--- config.mk ---
export PLATFORM = sky130hd
export DESIGN_NAME = game_flow_fsm
export DESIGN_NICKNAME = d
export VERILOG_FILES = /design/src/rtl/game_flow_fsm.sv
export SDC_FILE = /design/constraint.sdc
export NUM_CORES = 1
export LEC_CHECK = 0
export CAP_MARGIN = 5
export CORE_UTILIZATION = 40
export CTS_CLUSTER_SIZE = 10
export DETAILED_ROUTE_END_ITERATION = 8
export GPL_ROUTABILITY_DRIVEN = 0
export HOLD_SLACK_MARGIN = 0.06
export PLACE_DENSITY_LB_ADDON = 0.05
export RECOVER_POWER = 100
export SYNTH_ARGS = -nofsm -noshare
export SYNTH_HDL_FRONTEND = slang
export SYNTH_SLANG_ARGS = --single-unit
--- constraint.sdc ---
create_clock -name clk -period 2.3 [get_ports clk]
set_clock_uncertainty 0.05 [all_clocks]
set_input_delay 0.46 -clock clk [delete_from_list [all_inputs] [get_ports clk]]
set_output_delay 0.46 -clock clk [all_outputs]
set_load 0.1 [all_outputs]
--- src/rtl/game_flow_fsm.sv ---
// -----------------------------------------------------------------------------
// game_flow_fsm
//
// Level/game sequencer that sits after the collision controller. It turns the
// per-pixel gift, hole and loss strobes into game state (gifts remaining,
// per-level countdown, level index, WIN/LOSE screens). It also drives
// gift_clear and finishCount back into the collision controller.
//
// Parameters
//   GIFTS_PER_LEVEL  gifts loaded at each level start (1..15)
//   TIME_LIMIT       seconds per level (1..99)
//   FRAMES_PER_SEC   startOfFrame pulses per second
//   NUM_LEVELS       number of levels (1..4)
//   WIN_HOLD_FRAMES  frames the level-complete screen is held
//
// Ports
//   clk           system clock
//   resetN        asynchronous active-low reset
//   startOfFrame  one-cycle pulse at frame start
//   startKey      debounced one-cycle start pulse
//   Remove_Gift   ball-over-gift strobe; may stay high for many pixels
//   victory       ball-over-hole strobe
//   Loss          out-of-map / timeout strobe
//   gift_clear    no gifts remain in the current level (PLAY only)
//   finishCount   countdown expired (PLAY only)
//   gameState     00 IDLE, 01 PLAY, 10 WIN, 11 LOSE
//   playEnable    high only in PLAY
//   giftsLeft     gifts remaining
//   timeLeft      seconds remaining
//   level         current level, 0-based
//   gameWon       final level completed
// -----------------------------------------------------------------------------
module game_flow_fsm #(
   parameter int GIFTS_PER_LEVEL = 4,
   parameter int TIME_LIMIT      = 60,
   parameter int FRAMES_PER_SEC  = 30,
   parameter int NUM_LEVELS      = 3,
   parameter int WIN_HOLD_FRAMES = 60
) (
   input  logic       clk,
   input  logic       resetN,
   input  logic       startOfFrame,
   input  logic       startKey,
   input  logic       Remove_Gift,
   input  logic       victory,
   input  logic       Loss,
   output logic       gift_clear,
   output logic       finishCount,
   output logic [1:0] gameState,
   output logic       playEnable,
   output logic [3:0] giftsLeft,
   output logic [6:0] timeLeft,
   output logic [1:0] level,
   output logic       gameWon
);

   localparam logic [1:0] ST_IDLE = 2'b00;
   localparam logic [1:0] ST_PLAY = 2'b01;
   localparam logic [1:0] ST_WIN  = 2'b10;
   localparam logic [1:0] ST_LOSE = 2'b11;

   // Counter widths: frame counter holds 0..FRAMES_PER_SEC-1, hold counter
   // holds 0..WIN_HOLD_FRAMES-1.
   localparam int FRAME_W = (FRAMES_PER_SEC  > 1) ? $clog2(FRAMES_PER_SEC)  : 1;
   localparam int HOLD_W  = (WIN_HOLD_FRAMES > 1) ? $clog2(WIN_HOLD_FRAMES) : 1;

   localparam logic [3:0]         GIFT_LOAD  = 4'(GIFTS_PER_LEVEL);
   localparam logic [6:0]         TIME_LOAD  = 7'(TIME_LIMIT);
   localparam logic [1:0]         LAST_LEVEL = 2'(NUM_LEVELS - 1);
   localparam logic [FRAME_W-1:0] FRAME_LAST = FRAME_W'(FRAMES_PER_SEC - 1);
   localparam logic [HOLD_W-1:0]  HOLD_LAST  = HOLD_W'(WIN_HOLD_FRAMES - 1);

   // State registers
   logic [1:0]         state_q,     state_d;
   logic [1:0]         level_q,     level_d;
   logic [3:0]         gifts_q,     gifts_d;
   logic [6:0]         time_q,      time_d;
   logic [FRAME_W-1:0] frame_q,     frame_d;
   logic [HOLD_W-1:0]  hold_q,      hold_d;
   logic               gift_flag_q, gift_flag_d;
   logic               game_won_q,  game_won_d;

   // Values the PLAY-state datapath would load this cycle
   logic               in_play;
   logic               flag_eff;
   logic               remove_evt;
   logic [3:0]         gifts_play;
   logic               flag_play;
   logic [FRAME_W-1:0] frame_play;
   logic [6:0]         time_play;

   // ---------------------------------------------------------------------------
   // Outputs: purely from registers so the collision controller sees stable
   // gating for the whole cycle.
   // ---------------------------------------------------------------------------
   assign in_play     = (state_q == ST_PLAY);
   assign gift_clear  = in_play && (gifts_q == 4'd0);
   assign finishCount = in_play && (time_q == 7'd0);
   assign gameState   = state_q;
   assign playEnable  = in_play;
   assign giftsLeft   = gifts_q;
   assign timeLeft    = time_q;
   assign level       = level_q;
   assign gameWon     = game_won_q;

   // ---------------------------------------------------------------------------
   // Gift removal. The flag is treated as already cleared in a startOfFrame
   // cycle, so a removal coinciding with the frame pulse still counts and
   // re-arms the flag for the rest of that frame.
   // ---------------------------------------------------------------------------
   always_comb begin
      flag_eff   = gift_flag_q & ~startOfFrame;
      remove_evt = Remove_Gift & ~flag_eff & (gifts_q != 4'd0);
      gifts_play = remove_evt ? (gifts_q - 4'd1) : gifts_q;
      flag_play  = flag_eff | remove_evt;
   end

   // ---------------------------------------------------------------------------
   // Countdown: frame counter wraps once per second and steps timeLeft down,
   // saturating at zero. The frame counter keeps wrapping after timeout.
   // ---------------------------------------------------------------------------
   always_comb begin
      frame_play = frame_q;
      time_play  = time_q;
      if (startOfFrame) begin
         if (frame_q == FRAME_LAST) begin
            frame_play = '0;
            if (time_q != 7'd0) begin
               time_play = time_q - 7'd1;
            end
         end else begin
            frame_play = frame_q + FRAME_W'(1);
         end
      end
   end

   // ---------------------------------------------------------------------------
   // Game-flow state machine
   // ---------------------------------------------------------------------------
   always_comb begin
      state_d     = state_q;
      level_d     = level_q;
      gifts_d     = gifts_q;
      time_d      = time_q;
      frame_d     = frame_q;
      hold_d      = hold_q;
      gift_flag_d = gift_flag_q;
      game_won_d  = game_won_q;

      case (state_q)
         ST_IDLE: begin
            // Counters already sit at their load values here; they are
            // reloaded again on the way into PLAY for clarity.
            if (startKey) begin
               state_d     = ST_PLAY;
               level_d     = 2'd0;
               gifts_d     = GIFT_LOAD;
               time_d      = TIME_LOAD;
               frame_d     = '0;
               gift_flag_d = 1'b0;
            end
         end

         ST_PLAY: begin
            // Datapath keeps running in the exit cycle; the screens freeze it.
            gifts_d     = gifts_play;
            gift_flag_d = flag_play;
            frame_d     = frame_play;
            time_d      = time_play;

            // Loss has priority over a simultaneous victory. Victory only
            // counts once gift_clear is already visible from the registers.
            if (Loss) begin
               state_d = ST_LOSE;
            end else if (victory && gift_clear) begin
               state_d = ST_WIN;
               hold_d  = '0;
               if (level_q == LAST_LEVEL) begin
                  game_won_d = 1'b1;
               end
            end
         end

         ST_WIN: begin
            if (level_q != LAST_LEVEL) begin
               // Level-complete screen: advance after WIN_HOLD_FRAMES pulses.
               if (startOfFrame) begin
                  if (hold_q == HOLD_LAST) begin
                     state_d     = ST_PLAY;
                     level_d     = level_q + 2'd1;
                     gifts_d     = GIFT_LOAD;
                     time_d      = TIME_LOAD;
                     frame_d     = '0;
                     gift_flag_d = 1'b0;
                     hold_d      = '0;
                  end else begin
                     hold_d = hold_q + HOLD_W'(1);
                  end
               end
            end else if (startKey) begin
               // Game completed: wait on the final screen for a restart.
               state_d     = ST_IDLE;
               level_d     = 2'd0;
               gifts_d     = GIFT_LOAD;
               time_d      = TIME_LOAD;
               frame_d     = '0;
               gift_flag_d = 1'b0;
               hold_d      = '0;
               game_won_d  = 1'b0;
            end
         end

         ST_LOSE: begin
            if (startKey) begin
               state_d     = ST_IDLE;
               level_d     = 2'd0;
               gifts_d     = GIFT_LOAD;
               time_d      = TIME_LOAD;
               frame_d     = '0;
               gift_flag_d = 1'b0;
               hold_d      = '0;
               game_won_d  = 1'b0;
            end
         end

         default: begin
            state_d = ST_IDLE;
         end
      endcase
   end

   always_ff @(posedge clk or negedge resetN) begin
      if (!resetN) begin
         state_q     <= ST_IDLE;
         level_q     <= 2'd0;
         gifts_q     <= GIFT_LOAD;
         time_q      <= TIME_LOAD;
         frame_q     <= '0;
         hold_q      <= '0;
         gift_flag_q <= 1'b0;
         game_won_q  <= 1'b0;
      end else begin
         state_q     <= state_d;
         level_q     <= level_d;
         gifts_q     <= gifts_d;
         time_q      <= time_d;
         frame_q     <= frame_d;
         hold_q      <= hold_d;
         gift_flag_q <= gift_flag_d;
         game_won_q  <= game_won_d;
      end
   end

endmodule
# After elaboration in Yosys (flattened, before gate mapping)
# Cells that the tools add are included.
# totals
latchBits,0
input_bits,7
wordCells,109
mem_bits_rw,0
ff_bits,28
mem_bits_ro,0
output_inout_bits,19
mem_count,0
# classes
bitwise_logic,6
mux,52
n_eq_ne,19
n_reduce_logical,19
n_shift,0
mul,0
n_lt_le_gt_ge,0
div_mod_pow,0
addsub,5
# op_table
cell,n
7-bit 2-to-1 mux,7
6-bit 2-to-1 mux,6
5-bit 2-to-1 mux,6
2-bit 2-to-1 mux,11
7-bit case mux with 3 select lines,1
4-bit 2-to-1 mux,5
6-bit case mux with 3 select lines,1
5-bit case mux with 3 select lines,1
4-bit case mux with 3 select lines,1
"2-bit by 1-bit inequality test with 1-bit output, second input constant",5
"2-bit inequality test, second input constant",5
5-bit AND reduction,2
1-bit 2-to-1 mux,9
3-bit AND reduction,3
2-bit case mux with 4 select lines,1
4-bit AND reduction,2
7-bit zero test,1
7-bit nonzero test,1
"7-bit by 1-bit subtractor with 7-bit output, second input constant",1
"6-bit by 1-bit adder with 6-bit output, second input constant",1
"2-bit equality test, second input constant",3
"6-bit equality test, second input constant",1
"3-bit inequality test, second input constant",2
1-bit case mux with 3 select lines,2
18 further kinds,23

# Longest topological paths before layout
# Gate-level depths: netlist of run 1.
# logic_depth
depth_word,7
depth_mapped,8
depth_no_buf,7

# Least setup slack after synthesis of run 1
# OpenSTA, ideal clock, no wires.
# synth_path
path_kind,register to output
startpoint,reg state_q[0] (netlist: gameState[0])
endpoint,out gift_clear
stages_incl_launch_ff,5
path_slack_ps,-3601
path_buffers,1
t_arrival_ps,5391
cell_sequence,dfrtp_1 -> ha_1 -> buf_2 -> inv_1 -> nor4_1
# synth_between
elab_chain_len,2
# synth_rtl
element,line,rtl
from (decl),74,"logic [1:0] state_q, state_d;"
from (signal assigned),243,state_q <= state_d;
2-bit by 1-bit equality test with 1-bit output,96,assign in_play = (state_q == ST_PLAY);
via playEnable,50,"output logic playEnable,"
1-bit logical AND,97,assign gift_clear = in_play && (gifts_q == 4'd0);
to (decl),47,"output logic gift_clear,"
# The timed path passes the listed nets, and every way through them passes these cells.

# Worst setup path in the final report of run 1
# layout_path
startpoint,reg state_q[1] (netlist: gameState[1])
endpoint,out gift_clear
# layout_between
elab_chain_len,2
# layout_rtl
element,line
2-bit by 1-bit equality test with 1-bit output,96
1-bit logical AND,97
# Every way passes these cells.

==> metrics, run 1 <==
post-route clock period utilization between 90 and 100%; DR WL/cell 16.4 µm; HPWL Detailed 3950 µm; post-layout util between 50% and 60%; fmax 0.448 GHz; gr ovfl total 0; CTS clk-pin slew, worst paths roughly 0.10 ns; diode count 0; CTS tree built; cell taking the most area after synthesis dfrtp_1; Post-Syn Nets 232; failing checks design-rule violations; Fin Setup TNS 0 ns; Synth Register Bits 28; fraction of registers with async set/reset 100%; EDFF count, synth 0; Placed Instances 307; Hold Buf Count CTS 0; Critical Path Fanout Max 6; PortBufs 25; vias in the first global route 1809; endpoint type of the worst setup path output pin; Slew Viols, Final 0; RSZ-0062 raised after global routing true; Initial Util 43.0%; top cell type's share of synthesized area around 30%; crit path DAT 1.72 ns; layout cells sized above 1 between 20 and 30%; CP max stage cell dfrtp_4; top cells by area, synth dfrtp_1 30%, ha_1 7.8%, dfstp_2 6.8%; Clock Path Buffers 2; Clk Latency, worst-skew pair 0.27 ns; Mapped Cells 213; final critical-path required period 2.23 ns; Post-Syn Area per Cell approximately 9 µm²; Setup CP Type register to output pin; Slew headroom slightly above 50%; register area share after synthesis 36.7%; P&R area growth vs syn 30.9%; max incr delay on CP 0.53 ns; global-route wire length before repair 8600 µm; Final Hold Fails 0; Die ar. 5090 µm²; CP Cell Sequence inv_4 -> ha_4 -> inv_1 -> nor4_4 -> buf_12; DRC errors left 3; gr usage total 21.6%; count leader, synth dfrtp_1; MaxCap Viol Count 0; worst path required time 1.79 ns; Vias/cell 5.79; # setup viols final 0; Num Clock Sinks 28; Ports 26; Chip Height 71.4 µm; CTS Buf Count 3; first-pass iteration count of the detailed router 6; Slew @ Worst Pin 0.734 ns; largest net degree at the start of global routing 29; synth cell count leaders 23 x dfrtp_1, 19 x nand2_1, 18 x o21ai_0; nets 284; post-synth cell types 55; Vias 1829; initial antenna violation count 0; Synthesis Warnings 0; core region area 4470 µm²; clk root buf clkbuf_8; Chip Width 71.4 µm; HP Class register to register; CTS HTree Levels 1; Initial DRC Count between 100 and 150; status finished with violations; Post-Syn Area 1920 µm²; post-route ant nets 0; main flop type after synthesis dfrtp_1; critical path startpoint category register; # rows 24; final non-filler cell total 316; routed wire length 5180 µm
==> flip-flops by register name, indices dropped and copies added (netlist names) <==
| signal | flops |
|---|---|
| hold_q | 6 |
| giftsLeft | 4 |
| timeLeft | 7 |
| gameState | 2 |
| gift_flag_q | 1 |
| level | 2 |
| frame_q | 5 |
| gameWon | 1 |
==> cell type report <==
| class | count | area, µm² |
|---|---|---|
| Timing Repair Buffer | 53 | 440 |
| Fill cell | 418 | 1950 |
| Clock buffer | 4 | 45.0 |
| Inverter | 14 | 62.6 |
| Multi-Input combinational cell | 165 | 1180 |
| Tap cell | 52 | 65.1 |
| Sequential cell | 28 | 723 |
==> stage by stage <==
stage / hold slack, ns / setup slack, ns / instance area (µm²)
finish: 0.471 / 0.0703 / 2520
global route: 0.486 / 0.00326 / 2520
CTS: 0.476 / 0.0137 / 2520
detailed placement: 0.462 / 0.0304 / 2450
global placement: 0.438 / 0.0731 / 2450
floorplan: 0.114 / -0.725 / 2000
==> routing by layer <==
metal / GRT usage (%) / vias to the layer above / share of wire (%)
met4: 5.33 / 0 / 0.77
met1: 27.6 / 893 / 45
met5: 0 / - / 0
met2: 39.4 / 36 / 50
li1: - / 896 / -
met3: 1.97 / 4 / 3.5
==> worst max-delay path, delay by kind of cell, from the launching register on <==
family | cells | cell delay [ns]
buf+inv | 3 | 0.40
simple gates | 1 | 0.34
flops | 1 | 0.53
fa+ha+maj | 1 | 0.17
==> cell usage in the layout, fill, tap and decap left out, drive strengths merged, types with 3 or more instances in the layout <==
cell type / n
a211oi: 3
a31oi: 3
ha: 12
nand3b: 3
nor4: 3
a32o: 3
dfrtp: 23
dfstp: 5
nand3: 6
clkdlybuf4s50: 5
nor3: 8
clkbuf: 13
a21o: 4
or3: 4
nor2b: 3
buf: 38
nand2: 19
inv: 12
nand4: 3
a21oi: 13
o21ai: 21
nand2b: 3
nor2: 14
==> final timing paths <==
| path | startpoint | end | slack [ns] | depth (start not counted) |
|---|---|---|---|---|
| min in group asynchronous | resetN | level[1]$_DFFE_PN0P_ | 0.71 | 2 |
| worst max register to register | hold_q[0]$_DFFE_PN0P_ | timeLeft[2]$_DFFE_PN1P_ | 0.12 | 7 |
| worst max-delay path | gameState[1]$_DFFE_PN0P_ | gift_clear | 0.07 | 5 |
| worst min-delay path | timeLeft[0]$_DFFE_PN0P_ | timeLeft[0]$_DFFE_PN0P_ | 0.47 | 1 |
| worst min register to register | timeLeft[0]$_DFFE_PN0P_ | timeLeft[0]$_DFFE_PN0P_ | 0.47 | 1 |
| max in group asynchronous | resetN | gameState[0]$_DFFE_PN0P_ | 0.95 | 2 |
==> repair_timing <==
item                       CTS  global route
buffers inserted             4             1
setup endpoints to repair    2             2
gates resized for setup      0             3
==> kinds of logic after synthesis <==
logic type      synth area share [%]
xor+xnor                       0.455
simple gates                    22.7
compound gates                  27.6
buf+inv                         4.75
flops                           36.7
fa+ha+maj                       7.80
Power of run 1 is not shown: default switching activity piles up to over one toggle a cycle in this logic, so the estimate is an artifact.
==> inputs of run 2 (changes only) <==
CORE_UTILIZATION = 45   (was 40)
==> run 2 against run 1 <==
The flow now finishes without violations. Count of clock-buffer cells in the layout is the same. First-iteration DRC count shrank 9.8%. Largest cell class unchanged. Die area shrank 11%. Sequential share of layout area grew 1.2 points. Critical path type is now register to register. Final area shrank 4.1%. Highest routed layer unchanged.
==> metrics, run 2 (same netlist as run 1, synthesis figures left out) <==
status completed; Chip Width roughly 67 µm; diode count 0; first-pass iteration count of the detailed router 4; P&R area growth vs syn 25.6%; HPWL Detailed 3640 µm; final critical-path required period approximately 2.2 ns; Vias 1818; CTS clk-pin slew, worst paths 0.10 ns; Slew @ Worst Pin between 0.7 and 0.8 ns; Setup CP Type register to register; crit path DAT 2.34 ns; PortBufs 25; gr ovfl total 0; Slew Viols, Final 0; endpoint type of the worst setup path register; largest net degree at the start of global routing 29; RSZ-0062 raised after global routing true; Clk Latency, worst-skew pair around 0.27 ns; fmax 0.452 GHz; Die ar. 4540 µm²; vias in the first global route 1674; Ports 26; post-layout util 59.5%; nets 276; Initial DRC Count approximately 110; Final Hold Fails 0; CTS Buf Count 3; CTS HTree Levels 1; worst path required time 2.42 ns; Vias/cell 5.94; Slew headroom approximately half; MaxCap Viol Count 0; initial antenna violation count 0; Num Clock Sinks 28; max incr delay on CP 0.57 ns; post-route clock period utilization a little over nine tenths; Fin Setup TNS 0 ns; clk root buf clkbuf_8; CP Cell Sequence inv_1 -> ha_1 -> buf_4 -> nand3b_1 -> a211oi_1 -> o21ai_0 -> o311ai_1; core region area 4060 µm²; layout cells sized above 1 roughly a quarter; HP Class register to register; flip-flop count of the largest register after layout 7; post-route ant nets 0; Chip Height 67.4 µm; gr usage total between 20% and 30%; Critical Path Fanout Max 6; # rows 23; DR WL/cell roughly 16 µm; Hold Buf Count CTS 0; CTS tree built; global-route wire length before repair 7770 µm; most frequent cells in the layout 19 x nand2_1, 19 x buf_4, 18 x o21ai_0, 15 x clkbuf_2; Initial Util 47.4%; critical path startpoint category register; DRC errors left 0; CP max stage cell a211oi_1; routed wire length 4770 µm; # setup viols final 0; Clock Path Buffers 2
==> run 2: path summary, 6_finish.rpt <==
kind                                     startpoint                       end  slack (ns)  cells after the start
min in group asynchronous                    resetN  gameState[1]$_DFFE_PN0P_        0.72                      2
max in group asynchronous                    resetN  gameState[0]$_DFFE_PN0P_        0.96                      2
setup reg to reg           gameState[0]$_DFFE_PN0P_   timeLeft[6]$_DFFE_PN0P_        0.09                      7
hold / removal              timeLeft[0]$_DFFE_PN0P_   timeLeft[0]$_DFFE_PN0P_        0.46                      1
setup / recovery           gameState[0]$_DFFE_PN0P_   timeLeft[6]$_DFFE_PN0P_        0.09                      7
hold reg to reg             timeLeft[0]$_DFFE_PN0P_   timeLeft[0]$_DFFE_PN0P_        0.46                      1
==> run 2: cell type report <==
class,instances,area [µm²]
fill,372,1640
multi-input combinational,165,1180
sequential,28,723
timing repair buffer,45,345
tap,50,62.6
inverter,14,58.8
clock buffer,4,45.0
==> run 2: per-stage QoR <==
step	std cells	hold WS [ns]	setup slack, ns	cell area (µm²)
after global placement	298	0.436	0.00659	2390
after detailed placement	298	0.453	0.0253	2390
after floorplan	213	0.114	-0.725	2000
after global routing	306	0.490	-0.0337	2420
after CTS	305	0.465	0.0400	2460
final	306	0.461	0.0853	2420
==> run 2: what timing repair did <==
item                                   4_1_cts  5_1_grt
resized for setup                            0        2
pin swaps                                    0        1
endpoints found under the hold margin        0        0
setup buffers                                3        1
setup endpoints to repair                    2        7
==> run 2: critical path, delay by kind of cell, from the launching register on <==
kind	cells	cell delay [ns]
fa+ha+maj	1	0.24
compound gates	3	0.85
simple gates	1	0.13
buf+inv	2	0.31
flops	1	0.53
==> run 2: routing by layer <==
metal  up-vias  routed length [µm]  share of wire, %  track usage [%]
met3         4                 246               5.2             2.03
met4         0                  34              0.71             6.65
li1        881                   -                 -                -
met1       873                2210                46             30.8
met2        60                2270                48             39.0
met5         -                   0                 0                0
Power of run 2 is left out for the same reason.
==> inputs of run 3 (changes only) <==
CAP_MARGIN = not set   (was 5)
==> results of run 3 <==
Same layout as run 2: the final DEF is identical, and so are final timing and power.
Power of run 3 is left out for the same reason.
